$ cat src/rtl/vscale_mem_arbiter.sv
// Arbitrates the fetch and data ports of the pipeline onto one pipelined single-port bus.
// Define VSCALE_MEM_ARB_RR_EN for round-robin tie-breaking instead of data priority with a starvation limit.
//
// owner       | meaning
// OWN_NONE    | no grant / no data phase in flight
// OWN_IMEM    | instruction-fetch port owns the address or data phase
// OWN_DMEM    | data port owns the address or data phase
module vscale_mem_arbiter #(
    parameter int XPR_LEN      = 32,
    parameter int STARVE_LIMIT = 4,
    parameter int CNT_W        = 4
) (
    input  logic               clk,
    input  logic               reset_n,
    input  logic               imem_req,
    input  logic [XPR_LEN-1:0] imem_addr,
    output logic               imem_wait,
    output logic               imem_rvalid,
    output logic [XPR_LEN-1:0] imem_rdata,
    output logic               imem_badmem_e,
    input  logic               dmem_en,
    input  logic               dmem_wen,
    input  logic [2:0]         dmem_size,
    input  logic [XPR_LEN-1:0] dmem_addr,
    input  logic [XPR_LEN-1:0] dmem_wdata_delayed,
    output logic               dmem_wait,
    output logic               dmem_rvalid,
    output logic [XPR_LEN-1:0] dmem_rdata,
    output logic               dmem_badmem_e,
    output logic               mem_en,
    output logic               mem_wen,
    output logic [2:0]         mem_size,
    output logic [XPR_LEN-1:0] mem_addr,
    output logic [XPR_LEN-1:0] mem_wdata,
    input  logic [XPR_LEN-1:0] mem_rdata,
    input  logic               mem_wait,
    input  logic               mem_badmem_e
);

    localparam logic [2:0] MEM_TYPE_LW = 3'd2;

    typedef enum logic [1:0] {
        OWN_NONE = 2'd0,
        OWN_IMEM = 2'd1,
        OWN_DMEM = 2'd2
    } owner_e;

    owner_e gnt_q, gnt_d, gnt_eff, tie_pick;
    owner_e dp_owner_q, dp_owner_d;
    logic   dp_wen_q, dp_wen_d;
    logic   gnt_held;
    logic   accept;
    logic   imem_dp, dmem_dp;

`ifdef VSCALE_MEM_ARB_RR_EN
    owner_e rr_last_q, rr_last_d;

    // On a tie the port that lost the most recent accepted transfer goes next.
    always_comb begin
        tie_pick  = (rr_last_q == OWN_DMEM) ? OWN_IMEM : OWN_DMEM;
        rr_last_d = rr_last_q;
        if (accept) begin
            rr_last_d = gnt_eff;
        end
    end

    always_ff @(posedge clk or negedge reset_n) begin
        if (!reset_n) begin
            rr_last_q <= OWN_NONE;
        end else begin
            rr_last_q <= rr_last_d;
        end
    end
`else
    localparam logic [CNT_W-1:0] CNT_MAX   = {CNT_W{1'b1}};
    localparam logic [CNT_W-1:0] CNT_LIMIT = CNT_W'(STARVE_LIMIT);

    logic [CNT_W-1:0] starve_cnt_q, starve_cnt_d;

    always_comb begin
        tie_pick     = (starve_cnt_q >= CNT_LIMIT) ? OWN_IMEM : OWN_DMEM;
        starve_cnt_d = starve_cnt_q;
        if (!imem_req || (accept && gnt_eff == OWN_IMEM)) begin
            starve_cnt_d = '0;
        end else if (accept && gnt_eff == OWN_DMEM && starve_cnt_q != CNT_MAX) begin
            starve_cnt_d = starve_cnt_q + CNT_W'(1);
        end
    end

    always_ff @(posedge clk or negedge reset_n) begin
        if (!reset_n) begin
            starve_cnt_q <= '0;
        end else begin
            starve_cnt_q <= starve_cnt_d;
        end
    end
`endif

    // A stalled address phase keeps its grant so the bus sees stable address outputs.
    always_comb begin
        gnt_held = (gnt_q == OWN_IMEM && imem_req) || (gnt_q == OWN_DMEM && dmem_en);
        gnt_d    = OWN_NONE;
        if (mem_wait && gnt_held) begin
            gnt_d = gnt_q;
        end else if (dmem_en && imem_req) begin
            gnt_d = tie_pick;
        end else if (dmem_en) begin
            gnt_d = OWN_DMEM;
        end else if (imem_req) begin
            gnt_d = OWN_IMEM;
        end
        gnt_eff = reset_n ? gnt_d : OWN_NONE;
    end

    always_comb begin
        mem_en   = 1'b0;
        mem_wen  = 1'b0;
        mem_size = 3'd0;
        mem_addr = '0;
        case (gnt_eff)
            OWN_IMEM: begin
                mem_en   = 1'b1;
                mem_size = MEM_TYPE_LW;
                mem_addr = imem_addr;
            end
            OWN_DMEM: begin
                mem_en   = 1'b1;
                mem_wen  = dmem_wen;
                mem_size = dmem_size;
                mem_addr = dmem_addr;
            end
            default: ;
        endcase
    end

    assign accept = mem_en & ~mem_wait;

    always_comb begin
        dp_owner_d = dp_owner_q;
        dp_wen_d   = dp_wen_q;
        if (accept) begin
            dp_owner_d = gnt_eff;
            dp_wen_d   = mem_wen;
        end else if (!mem_wait) begin
            dp_owner_d = OWN_NONE;
            dp_wen_d   = 1'b0;
        end
    end

    always_ff @(posedge clk or negedge reset_n) begin
        if (!reset_n) begin
            gnt_q      <= OWN_NONE;
            dp_owner_q <= OWN_NONE;
            dp_wen_q   <= 1'b0;
        end else begin
            gnt_q      <= gnt_d;
            dp_owner_q <= dp_owner_d;
            dp_wen_q   <= dp_wen_d;
        end
    end

    assign imem_dp = reset_n & (dp_owner_q == OWN_IMEM);
    assign dmem_dp = reset_n & (dp_owner_q == OWN_DMEM);

    assign mem_wdata = (dmem_dp && dp_wen_q) ? dmem_wdata_delayed : '0;

    assign imem_rvalid   = imem_dp & ~mem_wait;
    assign imem_rdata    = imem_dp ? mem_rdata : '0;
    assign imem_badmem_e = mem_badmem_e & imem_rvalid;

    assign dmem_rvalid   = dmem_dp & ~mem_wait;
    assign dmem_rdata    = dmem_dp ? mem_rdata : '0;
    assign dmem_badmem_e = mem_badmem_e & dmem_rvalid;

    assign imem_wait = reset_n & ((imem_req & ~(accept & (gnt_eff == OWN_IMEM)))
                                  | (imem_dp & mem_wait));
    assign dmem_wait = reset_n & ((dmem_en & ~(accept & (gnt_eff == OWN_DMEM)))
                                  | (dmem_dp & mem_wait));

endmodule

$ cat config.mk
export PLATFORM = sky130hd
export DESIGN_NAME = vscale_mem_arbiter
export DESIGN_NICKNAME = d
export VERILOG_FILES = /design/src/rtl/vscale_mem_arbiter.sv
export SDC_FILE = /design/constraint.sdc
export NUM_CORES = 1
export LEC_CHECK = 0
export CORE_AREA = 2 2 108 110
export DETAILED_ROUTE_END_ITERATION = 16
export DIE_AREA = 0 0 110 112
export PLACE_DENSITY = 0.61
export SYNTH_ARGS = -nofsm -noshare
export SYNTH_HDL_FRONTEND = slang
export SYNTH_SLANG_ARGS = --single-unit
$ cat constraint.sdc
create_clock -name clk -period 4.3 [get_ports clk]
set_input_delay 0.86 -clock clk [delete_from_list [all_inputs] [get_ports clk]]
set_output_delay 0.86 -clock clk [all_outputs]
set_load 0.02 [all_outputs]
==> results.toml <==
[floorplanning]
die-area_um2 = 12300
chipWidth_um = 110
rows = 39
core_area_um2 = 11200
start_util_pct = 14.3
dieHeight_um = 112
ioPinCount = 277

[cells_and_area]
antenna_cells = 0
final_layout_size_suffix_gt1_share_pct = 4.07
final_nets = 633
final_core_util_pct = 41.4
instances_no_fill = 634
area_delta_synth_final_pct = 190

[logic_synthesis]
synth.distinct_cells = 32
avgSynthCellArea_um2 = 7.24
synth_seq_area_share_pct = 14.1
syn-num-nets = 362
syn_inst = 221
syn_area_um2 = 1600
synth_seq_cells = 9
ys.warnings.count = 0

[detailed_routing]
first_iter_violations = 104
first_pass_iters = 4
vias_per_cell = 4.31
drc = 0
wl_per_cell_um = 14.4
via_count = 2731
wirelength_mm = 9.12
drtAntennaViolNets = 0

[worst_setup_path]
regToRegEndpoint = "starve_cnt_q[0]"
cp_max_fo = 35
crit_arrival_ps = 3250
worstReg2RegStart = "starve_cnt_q[2]"
critPathCaptureType = "output port"
timing.critical_path.to = "mem_addr[30]"
reg2reg_depth = 8
crit_start = "mem_wait"
path_class = "primary input to output port"
start_kind = "primary input"
r2r_setup_slack_ps = 1790
critical_path_required_ps = 3440

[timing]
hold_viol_final = 0
drv_slew = 0
rsz0062_at_grt = "false"
relSlewSlack_pct = 49.1
finalClockSkew_ps = 0.451
worst_pin_slew_ps = 763
finalCritPeriodShare_pct = 95.5
max_freq_mhz = 244
setup_viol = 0
period_needed_ps = 4110

[clock_tree]
cts.clk_slew.worst_paths_ps = 40
cts_tree = "done"
numClockSinks = 9
clockBufferDepth = 2
cts_setup_buffers = 0
root_buffer = "clkbuf_16"
cts-resized-gates = 36
cts_buffers = 3
clk_latency_ps = 240
htreeDepth = 1
ctsHoldBuffers = 0

[power_and_ir_drop]
p_per_area_nw_per_um2 = 110
p_sw_uw = 135
p_sw_share_pct = 26.4
leakage_nw = 2.09
pwr-share-clk_pct = 32.6
ir_drop_v = 0.0000900
p_int_uw = 376
p_seq_share_pct = 17.7
p_comb_share_pct = 49.7

[global_routing]
grt_max_degree = 51
grtUsageTotal_pct = 13.6
grt_pass1_wl_mm = 13.3
antenna_found_initial = 0
grt_overflow = 0
grt_pass1_vias = 2640

[run]
drv_cap = 0

[placement]
placedCellCount = 630
port_buffers = 276
dp_hpwl_mm = 7.71
gp_congestion = 0.803

[worst_hold_path]
hold_path.class = "flip-flop to flip-flop"

[run_status]
status = "finished clean"
[routing by layer]
layer / GRT usage (%) / part of all wire, % / vias up
met5: 0 / 0 / -
met4: 3.29 / 1.3 / 0
met3: 3.98 / 11 / 11
met2: 25.9 / 52 / 162
met1: 14.2 / 36 / 1227
li1: - / - / 1331
[synth_stat cells]
library cell | n | share of area, %
a21boi_0 | 1 | 0.47
a21o_1 | 2 | 0.94
a21oi_1 | 5 | 1.6
a22o_1 | 33 | 18
a22oi_1 | 1 | 0.47
a2bb2oi_1 | 1 | 0.55
a311oi_1 | 1 | 0.55
and2_1 | 67 | 26
and3_1 | 34 | 13
and3b_1 | 4 | 2.2
clkbuf_1 | 23 | 5.4
clkbuf_2 | 1 | 0.31
dfrtp_1 | 9 | 14
ha_1 | 3 | 2.3
inv_1 | 3 | 0.70
mux2i_1 | 1 | 0.63
nand2_1 | 6 | 1.4
nand2b_1 | 1 | 0.39
nand3_1 | 2 | 0.63
nand4_1 | 1 | 0.39
nor2_1 | 2 | 0.47
nor2b_1 | 7 | 2.7
nor3b_1 | 2 | 0.94
o211a_1 | 1 | 0.63
o211ai_1 | 1 | 0.47
o21a_1 | 1 | 0.47
o21ai_0 | 2 | 0.63
o31ai_1 | 1 | 0.47
o32ai_1 | 1 | 0.55
o41ai_1 | 1 | 0.55
or3_1 | 2 | 0.78
or3b_4 | 1 | 0.70
[how the worst min path moves through the flow]
stage | startpoint | endpoint | slack [ps] | cells after the start
after CTS | dp_owner_q[1] | dp_owner_q[1] | 480 | 2
after floorplan | dp_owner_q[1] | dp_owner_q[1] | 450 | 2
after detailed placement | dp_owner_q[1] | dp_owner_q[1] | 470 | 2
final | dp_owner_q[1] | dp_owner_q[1] | 480 | 2
after global placement | dp_owner_q[1] | dp_owner_q[1] | 460 | 2
after global routing | dp_owner_q[1] | dp_owner_q[1] | 530 | 2
[critical path, cell delays in order]
cell             delay (ps)
clkdlybuf4s50_1         450
nor2b_1                 150
o32ai_1                 220
buf_4                   170
buf_4                   110
o211a_1                 130
ha_1                    190
nor2b_2                 210
buf_12                  200
a22o_1                  190
dlygate4sd2_1           350
[power by group through the flow]
stage          logic (mW)  clock network (mW)  registers, mW
2_1_floorplan      0.0732                   0         0.0897
3_3_place_gp        0.262                   0         0.0915
3_5_place_dp        0.264                   0         0.0916
4_1_cts             0.257               0.170         0.0904
5_1_grt             0.272               0.176         0.0910
6_report            0.254               0.166         0.0905
[logic make-up (layout without fill, tap and decap cells)]
| kind of cell | count (synthesis) | in the layout | synth area share (%) |
|---|---|---|---|
| fa+ha+maj | 3 | 3 | 2.35 |
| compound gates | 52 | 52 | 26.4 |
| flops | 9 | 9 | 14.1 |
| mux | 1 | 1 | 0.626 |
| buf+inv | 27 | 297 | 6.42 |
| simple gates | 129 | 129 | 50.2 |
[state kept, by name, indices dropped and copies added, names as in the netlist]
name,count
starve_cnt_q,4
dp_owner_q,2
gnt_q,2
dp_wen_q,1
[area by class of cell]
type                    count  area, µm²
clock buffers               4       78.8
repair buffers            290       2860
well taps                 143        179
fillers                  1127       6540
multi-input cells         185       1280
inverters                   3       11.3
flip-flops and latches      9        225
[layout by cell type, fill, tap and decap left out, types with 3 or more instances in the layout]
master           count
buf_12               3
inv_1                3
and3_1              34
a21oi_1              5
buf_4               11
clkdlybuf4s50_1    240
nor2b_1              5
clkbuf_16            3
and3b_1              4
a22o_1              33
dfrtp_1              9
nand2_1              6
and2_1              67
dlygate4sd2_1       36
ha_1                 3
[through the flow]
step / total power [mW] / setup slack, ps / cell area [µm²] / TNS [ps] / hold WS (ps)
6_report: 0.511 / 193 / 4630 / 0 / 483
5_1_grt: 0.539 / 21.2 / 4630 / 0 / 526
4_1_cts: 0.518 / 180 / 4630 / 0 / 482
3_5_place_dp: 0.356 / -91.5 / 4600 / -853 / 472
3_3_place_gp: 0.354 / -33.9 / 4600 / -33.9 / 464
2_1_floorplan: 0.163 / 564 / 1600 / 0 / 449
No activity file was read; power rests on OpenSTA's default activity.
